**config.mk**
```make
export PLATFORM = sky130hd
export DESIGN_NAME = rx_serial_aligner
export DESIGN_NICKNAME = d
export VERILOG_FILES = /design/src/rtl/rx_serial_aligner.sv
export SDC_FILE = /design/constraint.sdc
export NUM_CORES = 1
export LEC_CHECK = 0
export BUFFER_PORTS_ARGS = -buffer_cell sky130_fd_sc_hd__buf_2
export CORE_ASPECT_RATIO = 1.2
export CORE_MARGIN = 2
export CORE_UTILIZATION = 45
export DETAILED_ROUTE_END_ITERATION = 10
export MAX_ROUTING_LAYER = met4
export PLACE_DENSITY = 0.61
export SLEW_MARGIN = 15
export SYNTH_ARGS = -nofsm -noshare
export SYNTH_HDL_FRONTEND = slang
export SYNTH_SLANG_ARGS = --single-unit
```
**constraint.sdc**
```tcl
create_clock -name clk_32f -period 2.1 [get_ports clk_32f]
set_input_delay 0.42 -clock clk_32f [delete_from_list [all_inputs] [get_ports clk_32f]]
set_output_delay 0.42 -clock clk_32f [all_outputs]
set_load 0.1 [all_outputs]
```
**src/rtl/rx_serial_aligner.sv**
```systemverilog
// Serial-to-parallel receive aligner.
// Hunts a 1-bit MSB-first stream for the COM symbol and locks after
// LOCK_COUNT consecutive byte-aligned COMs. Once locked, it delivers each
// non-COM byte with a one-cycle valid strobe. COM bytes are idles and are
// dropped. Lock holds until reset; there is no unlock path.
//
// state   | meaning
// --------+--------------------------------------------------------------
// SEARCH  | checks every bit position for COM; no byte grid yet
// LOCKING | grid fixed by the first COM; counts consecutive aligned COMs
// LOCKED  | aligned; delivers non-COM bytes, COM bytes are idle
module rx_serial_aligner #(
  parameter logic [7:0]  COM_SYM    = 8'hBC,
  parameter int unsigned LOCK_COUNT = 4
) (
  input  logic       clk_32f,
  input  logic       reset,
  input  logic       data_in,
  output logic [7:0] data_out,
  output logic       valid_out,
  output logic       active
);

  typedef enum logic [1:0] {
    SEARCH  = 2'd0,
    LOCKING = 2'd1,
    LOCKED  = 2'd2
  } state_t;

  localparam logic [3:0] LOCK_CNT4 = 4'(LOCK_COUNT);

  state_t      state_q, state_d;
  logic [7:0]  sr_q, sr_d;
  logic [2:0]  bit_cnt_q, bit_cnt_d;
  logic [3:0]  com_cnt_q, com_cnt_d;
  logic [7:0]  data_q, data_d;
  logic        valid_q, valid_d;

  logic [7:0]  cand;
  logic        boundary;
  logic        cand_is_com;
  logic [3:0]  com_cnt_inc;

  // The byte completed by the current edge, including the bit being sampled.
  assign cand        = {sr_q[6:0], data_in};
  assign boundary    = (bit_cnt_q == 3'd7);
  assign cand_is_com = (cand == COM_SYM);
  assign com_cnt_inc = com_cnt_q + 4'd1;

  // Register bank; reset takes priority and discards any partial byte.
  always_ff @(posedge clk_32f) begin
    if (reset) begin
      state_q   <= SEARCH;
      sr_q      <= 8'h00;
      bit_cnt_q <= 3'd0;
      com_cnt_q <= 4'd0;
      data_q    <= 8'h00;
      valid_q   <= 1'b0;
    end else begin
      state_q   <= state_d;
      sr_q      <= sr_d;
      bit_cnt_q <= bit_cnt_d;
      com_cnt_q <= com_cnt_d;
      data_q    <= data_d;
      valid_q   <= valid_d;
    end
  end

  // Next-state logic: alignment hunt, lock qualification, and byte delivery.
  always_comb begin
    state_d   = state_q;
    sr_d      = cand;
    bit_cnt_d = bit_cnt_q;
    com_cnt_d = com_cnt_q;
    data_d    = data_q;
    valid_d   = 1'b0;

    case (state_q)
      SEARCH: begin
        if (cand_is_com) begin
          // This edge ends a byte, so the next edge starts bit 0 of the grid.
          bit_cnt_d = 3'd0;
          com_cnt_d = 4'd1;
          state_d   = (LOCK_CNT4 == 4'd1) ? LOCKED : LOCKING;
        end
      end

      LOCKING: begin
        bit_cnt_d = bit_cnt_q + 3'd1;
        if (boundary) begin
          if (cand_is_com) begin
            com_cnt_d = com_cnt_inc;
            if (com_cnt_inc == LOCK_CNT4) begin
              state_d = LOCKED;
            end
          end else begin
            // The hunt restarts on the next edge. The failing byte is not
            // searched again.
            com_cnt_d = 4'd0;
            bit_cnt_d = 3'd0;
            state_d   = SEARCH;
          end
        end
      end

      LOCKED: begin
        bit_cnt_d = bit_cnt_q + 3'd1;
        if (boundary && !cand_is_com) begin
          data_d  = cand;
          valid_d = 1'b1;
        end
      end

      default: begin
        state_d = SEARCH;
      end
    endcase
  end

  assign data_out  = data_q;
  assign valid_out = valid_q;
  assign active    = (state_q == LOCKED);

endmodule

```
# == Word level (Yosys, flattened, before mapping) ==
# Cells that the tools add are included.
# word_totals
reg_bits,25
inputBits,3
output_inout_bits,10
wordCells,41
# op_classes
n_addsub,2
eq_ne,8
n_mux,14
n_bitwise,1
reduce_logical,10
# ops
op,n
$mux W4,3
$mux W3,3
$pmux W3 S3,1
$eq A8 B8 Y1 const B,1
$mux W2,4
$pmux W4 S2,1
$pmux W2 S3,1
$add A4 B1 Y4 const B,1
$eq A4 B3 Y1 const B,1
$ne A2 B2 Y1 const B,2
$reduce_and A2 Y1,2
$reduce_and A4 Y1,1
$add A3 B1 Y3 const B,1
$eq A3 B3 Y1 const B,1
$ne A3 B3 Y1 const B,1
$reduce_and A3 Y1,1
$reduce_bool A3 Y1,1
$eq A2 B1 Y1 const B,1
$eq A2 B2 Y1 const B,1
$logic_not A2 Y1,1
$reduce_bool A2 Y1,1
$reduce_or A2 Y1,1
$logic_and A1 B1 Y1,1
$logic_not A1 Y1,1
other kinds (2),2

# == Longest topological paths before layout ==
# depth
word_depth,6
ltp_mapped,7

# == Worst setup path before layout ==
# OpenSTA, ideal clock, no wires.
# synth_timing
path_kind,reg-to-reg
from,register state_q[0]
to,"register data_q[0], in the netlist data_out[0]"
setup_time_ns,0.128
arrival_time_ns,2.107
slack_ns,-0.135
stages_incl_launch_ff,7
cell_sequence,dfxtp_1 inv_1 ha_1 nand2_1 a21oi_4 mux2i_1 nor2_1
# synth_via
elab_chain_cells,2
# synth_rtl
element,line,text
start: declaration,32,"state_t state_q, state_d;"
start signal: assignment,60,state_q <= state_d;
$eq A2 B2 Y1,-,
net active,21,output logic active
$reduce_and A2 Y1 (no line),-,
end signal: assignment,64,data_q <= data_d;
end: declaration,36,"logic [7:0] data_q, data_d;"
# The timed path passes the listed nets, and every way through them passes these cells.
# A chain may end at the register's enable or synchronous reset.

# == Worst setup path in the final report ==
# layout_timing
from,register state_q[0]
to,output active
# layout_via
elab_chain_cells,1
# layout_rtl
element,line,text
$eq A2 B2 Y1,122,assign active = (state_q == LOCKED);
end: declaration,21,
# Every way passes these cells.

==> results.py <==
metrics = {
    "outcome": {
        "run_status": "finished, final reports clean",
    },
    "route": {
        "highest_layer": "met4",
        "wl_met3_um": 59,
        "viasPerCell": 5.41,
        "dr_wl_met2_mm": 1.15,
        "num_vias": 892,
        "wl_per_cell_um": 13.3,
        "routed_wirelength_mm": 2.20,
        "final_antenna_net_count": 0,
        "drc": 0,
        "dr.first_iter.drc_count": 16,
        "met1_length_um": 964,
        "drtPass1Iterations": 4,
    },
    "clock_tree": {
        "cts_tree": "built",
        "cts_buffers": 3,
        "clock_sinks": 25,
        "htreeDepth": 1,
        "worst_skew_pair.late_latency_ns": 0.32,
        "root_buffer": "clkbuf_4",
        "postCtsHoldBufs": 0,
        "clk_path_buf_depth": 2,
        "post_cts_buffers": 0,
        "cts_resized": 0,
        "clk_pin_slew_worst_paths_ns": 0.13,
    },
    "yosys": {
        "ys_types": 33,
        "synth_area_um2": 1140,
        "synth_most_common_cell": "dfxtp_1",
        "yosys_most_used_dff": "dfxtp_1",
        "netlist.area_leader.share": 0.438,
        "synthTopCellsByCount": "dfxtp_1 (25), nor2_1 (14), nor2b_1 (8)",
        "synth_cells": 119,
        "ys_seq_area_frac": 0.438,
        "synth_edf_count": 0,
        "ys_ff_latch": 25,
        "async_flop_share": 0,
        "synth_area_per_cell_um2": 9.60,
        "synthesis.nets": 129,
        "synth_warnings": 0,
        "synth_area_leaders": "dfxtp_1 (44%), ha_1 (7.7%), mux2i_1 (6.1%)",
        "yosys.area.top_type": "dfxtp_1",
    },
    "floorplan": {
        "io_pins": 13,
        "start_util": 0.461,
        "dieArea_um2": 2960,
        "die_h_um": 59.2,
        "rows": 20,
        "fp.dieW_um": 50.0,
        "fp.coreArea_um2": 2480,
    },
    "placed_design": {
        "numPortBuffers": 12,
        "hpwlAfterDp_mm": 1.64,
        "place_area_um2": 1230,
        "gp_congestion": 0.835,
        "place_ws_ns": 0.402,
    },
    "critical_path": {
        "cp-end-kind": "output pin",
        "crit_path_top_delay_cell": "buf_2",
        "path_buf_inv": 2,
        "cp.arrival_ns": 1.47,
        "worstPathCellList": "inv_1 > ha_2 > buf_2",
        "crit_fanout": 5,
        "critPathLaunchType": "flop",
        "crit_type": "reg -> out",
        "critPathMaxStageDelay_ns": 0.43,
        "crit_family": "buffers and inverters",
        "crit_required_ns": 1.68,
    },
    "global_routing": {
        "grt_pass1_wl_mm": 3.75,
        "grt_use_total": 0.171,
        "grt_max_degree": 26,
        "antenna_found_initial": 0,
        "grt_pass1_vias": 836,
        "overflow": 0,
    },
    "finish": {
        "diodes": 0,
        "fin_area_um2": 1260,
        "final-seq-area_um2": 500,
        "drive_gt1_frac": 0.174,
        "final_nets": 143,
        "multi_input_area_um2": 607,
        "fillers": 251,
        "area_delta_synth_final_pct": 10.2,
    },
    "sta": {
        "slew_headroom": 0.665,
        "skew_ns": 0.00468,
        "worst_slew_pin_slew_ns": 0.501,
        "finalWorstPathRequiredPeriod_ns": 1.89,
        "finalHoldViolCount": 0,
        "max_freq_mhz": 530,
        "setup_violations": 0,
        "rsz0062_at_grt": "no",
        "maxSlewViolCount": 0,
        "worst_slack_ns": 0.212,
        "finalCritPeriodShare": 0.899,
        "setup_tns_ns": 0,
    },
    "worst_hold_path": {
        "hold_path.class": "in -> reg",
    },
    "power": {
        "ir_drop_uv": 456,
        "sequentialPowerShare": 0.673,
        "p_clk_frac": 0.301,
        "p_switching_mw": 0.162,
        "total_power_mw": 0.720,
        "pwr-share-comb": 0.026,
        "p_sw_frac": 0.225,
        "power_leakage_nw": 0.475,
        "p_int_mw": 0.558,
        "power.density_nw_per_um2": 572,
    },
    "job": {
        "maxCapViolations": 0,
    },
}
[layout make-up]
class,instances,share of cell area
clock buffers,3,0.0179
multi-input cells,85,0.482
flip-flops and latches,25,0.398
inverters,6,0.0179
clock inverters,1,0.00398
repair buffers,12,0.0477
well taps,33,0.0328
[worst reg2reg max path, cell delays in order (launching register included)]
cell,delay (ns)
dfxtp_1,0.37
ha_1,0.16
ha_1,0.27
nand2_1,0.17
a21oi_4,0.33
mux2i_1,0.25
nor2_1,0.05
[kinds of logic (layout without fill, tap and decap cells)]
family | count (synthesis) | count (layout) | synth area share
AND/OR/NAND/NOR | 44 | 44 | 0.223
adder cells (fa/ha/maj) | 7 | 7 | 0.0767
AO/OA/AOI/OAI | 26 | 26 | 0.158
flip-flops | 25 | 25 | 0.438
buffers and inverters | 9 | 22 | 0.0329
multiplexers | 8 | 8 | 0.0712
[layer usage]
metal,track usage,vias up
met4,0.0992,0
met3,0.0177,4
li1,-,451
met5,-,-
met2,0.288,14
met1,0.198,423
[worst paths after layout]
path         cells past startpoint                 startpoint                        to  slack, ns
max                              3    state_q[0]$_SDFFE_PP0P_                    active       0.21
min                              2                    data_in        sr_q[0]$_SDFF_PP0_       0.37
max reg2reg                      6  bit_cnt_q[0]$_SDFFE_PP0P_  data_out[3]$_SDFFE_PP0P_       0.39
min reg2reg                      2   data_out[5]$_SDFFE_PP0P_  data_out[5]$_SDFFE_PP0P_       0.50
[cells in the final DEF, fill, tap and decap left out]
cell and instances:
dfxtp_1 25, nor2_1 14, buf_2 12, nor2b_1 8
mux2i_1 7, inv_1 6, o21ai_0 6, ha_1 6
nand2_1 5, a21oi_1 5, nand3_1 4, a31oi_1 3
nor3_1 3, clkbuf_4 3, o211ai_1 2, a22o_1 2
or3_1 2, nand4_1 2, and4bb_4 1, and4b_4 1
a21oi_4 1, nand4bb_1 1, nand4b_1 1, o21ai_1 1
nand3_4 1, nand2b_1 1, a311oi_1 1, mux2_2 1
a21o_1 1, a21boi_0 1, o221ai_1 1, a21bo_2 1
a311o_1 1, ha_2 1, clkinv_2 1
[per-stage QoR]
step | std cells | hold WS, ns | util
floorplan | 119 | 0.446 | -
global placement | 161 | 0.463 | 0.497
detailed placement | 161 | 0.478 | 0.497
CTS | 165 | 0.355 | 0.508
global route | 165 | 0.360 | 0.508
finish | 165 | 0.368 | 0.508
[sequential cells by signal, summed over array words and instances, names as in the netlist]
register and count:
state_q 2, sr_q 7, valid_out 1, data_out 8
com_cnt_q 4, bit_cnt_q 3
[power by group through the flow]
stage / Combinational [mW] / Clock (mW) / Sequential, mW
floorplan: 0.0131 / 0 / 0.493
global placement: 0.0183 / 0 / 0.494
detailed placement: 0.0183 / 0 / 0.495
CTS: 0.0184 / 0.229 / 0.484
global route: 0.0209 / 0.243 / 0.486
finish: 0.0184 / 0.217 / 0.484
Note: power is estimated with default switching activity, not from simulation.
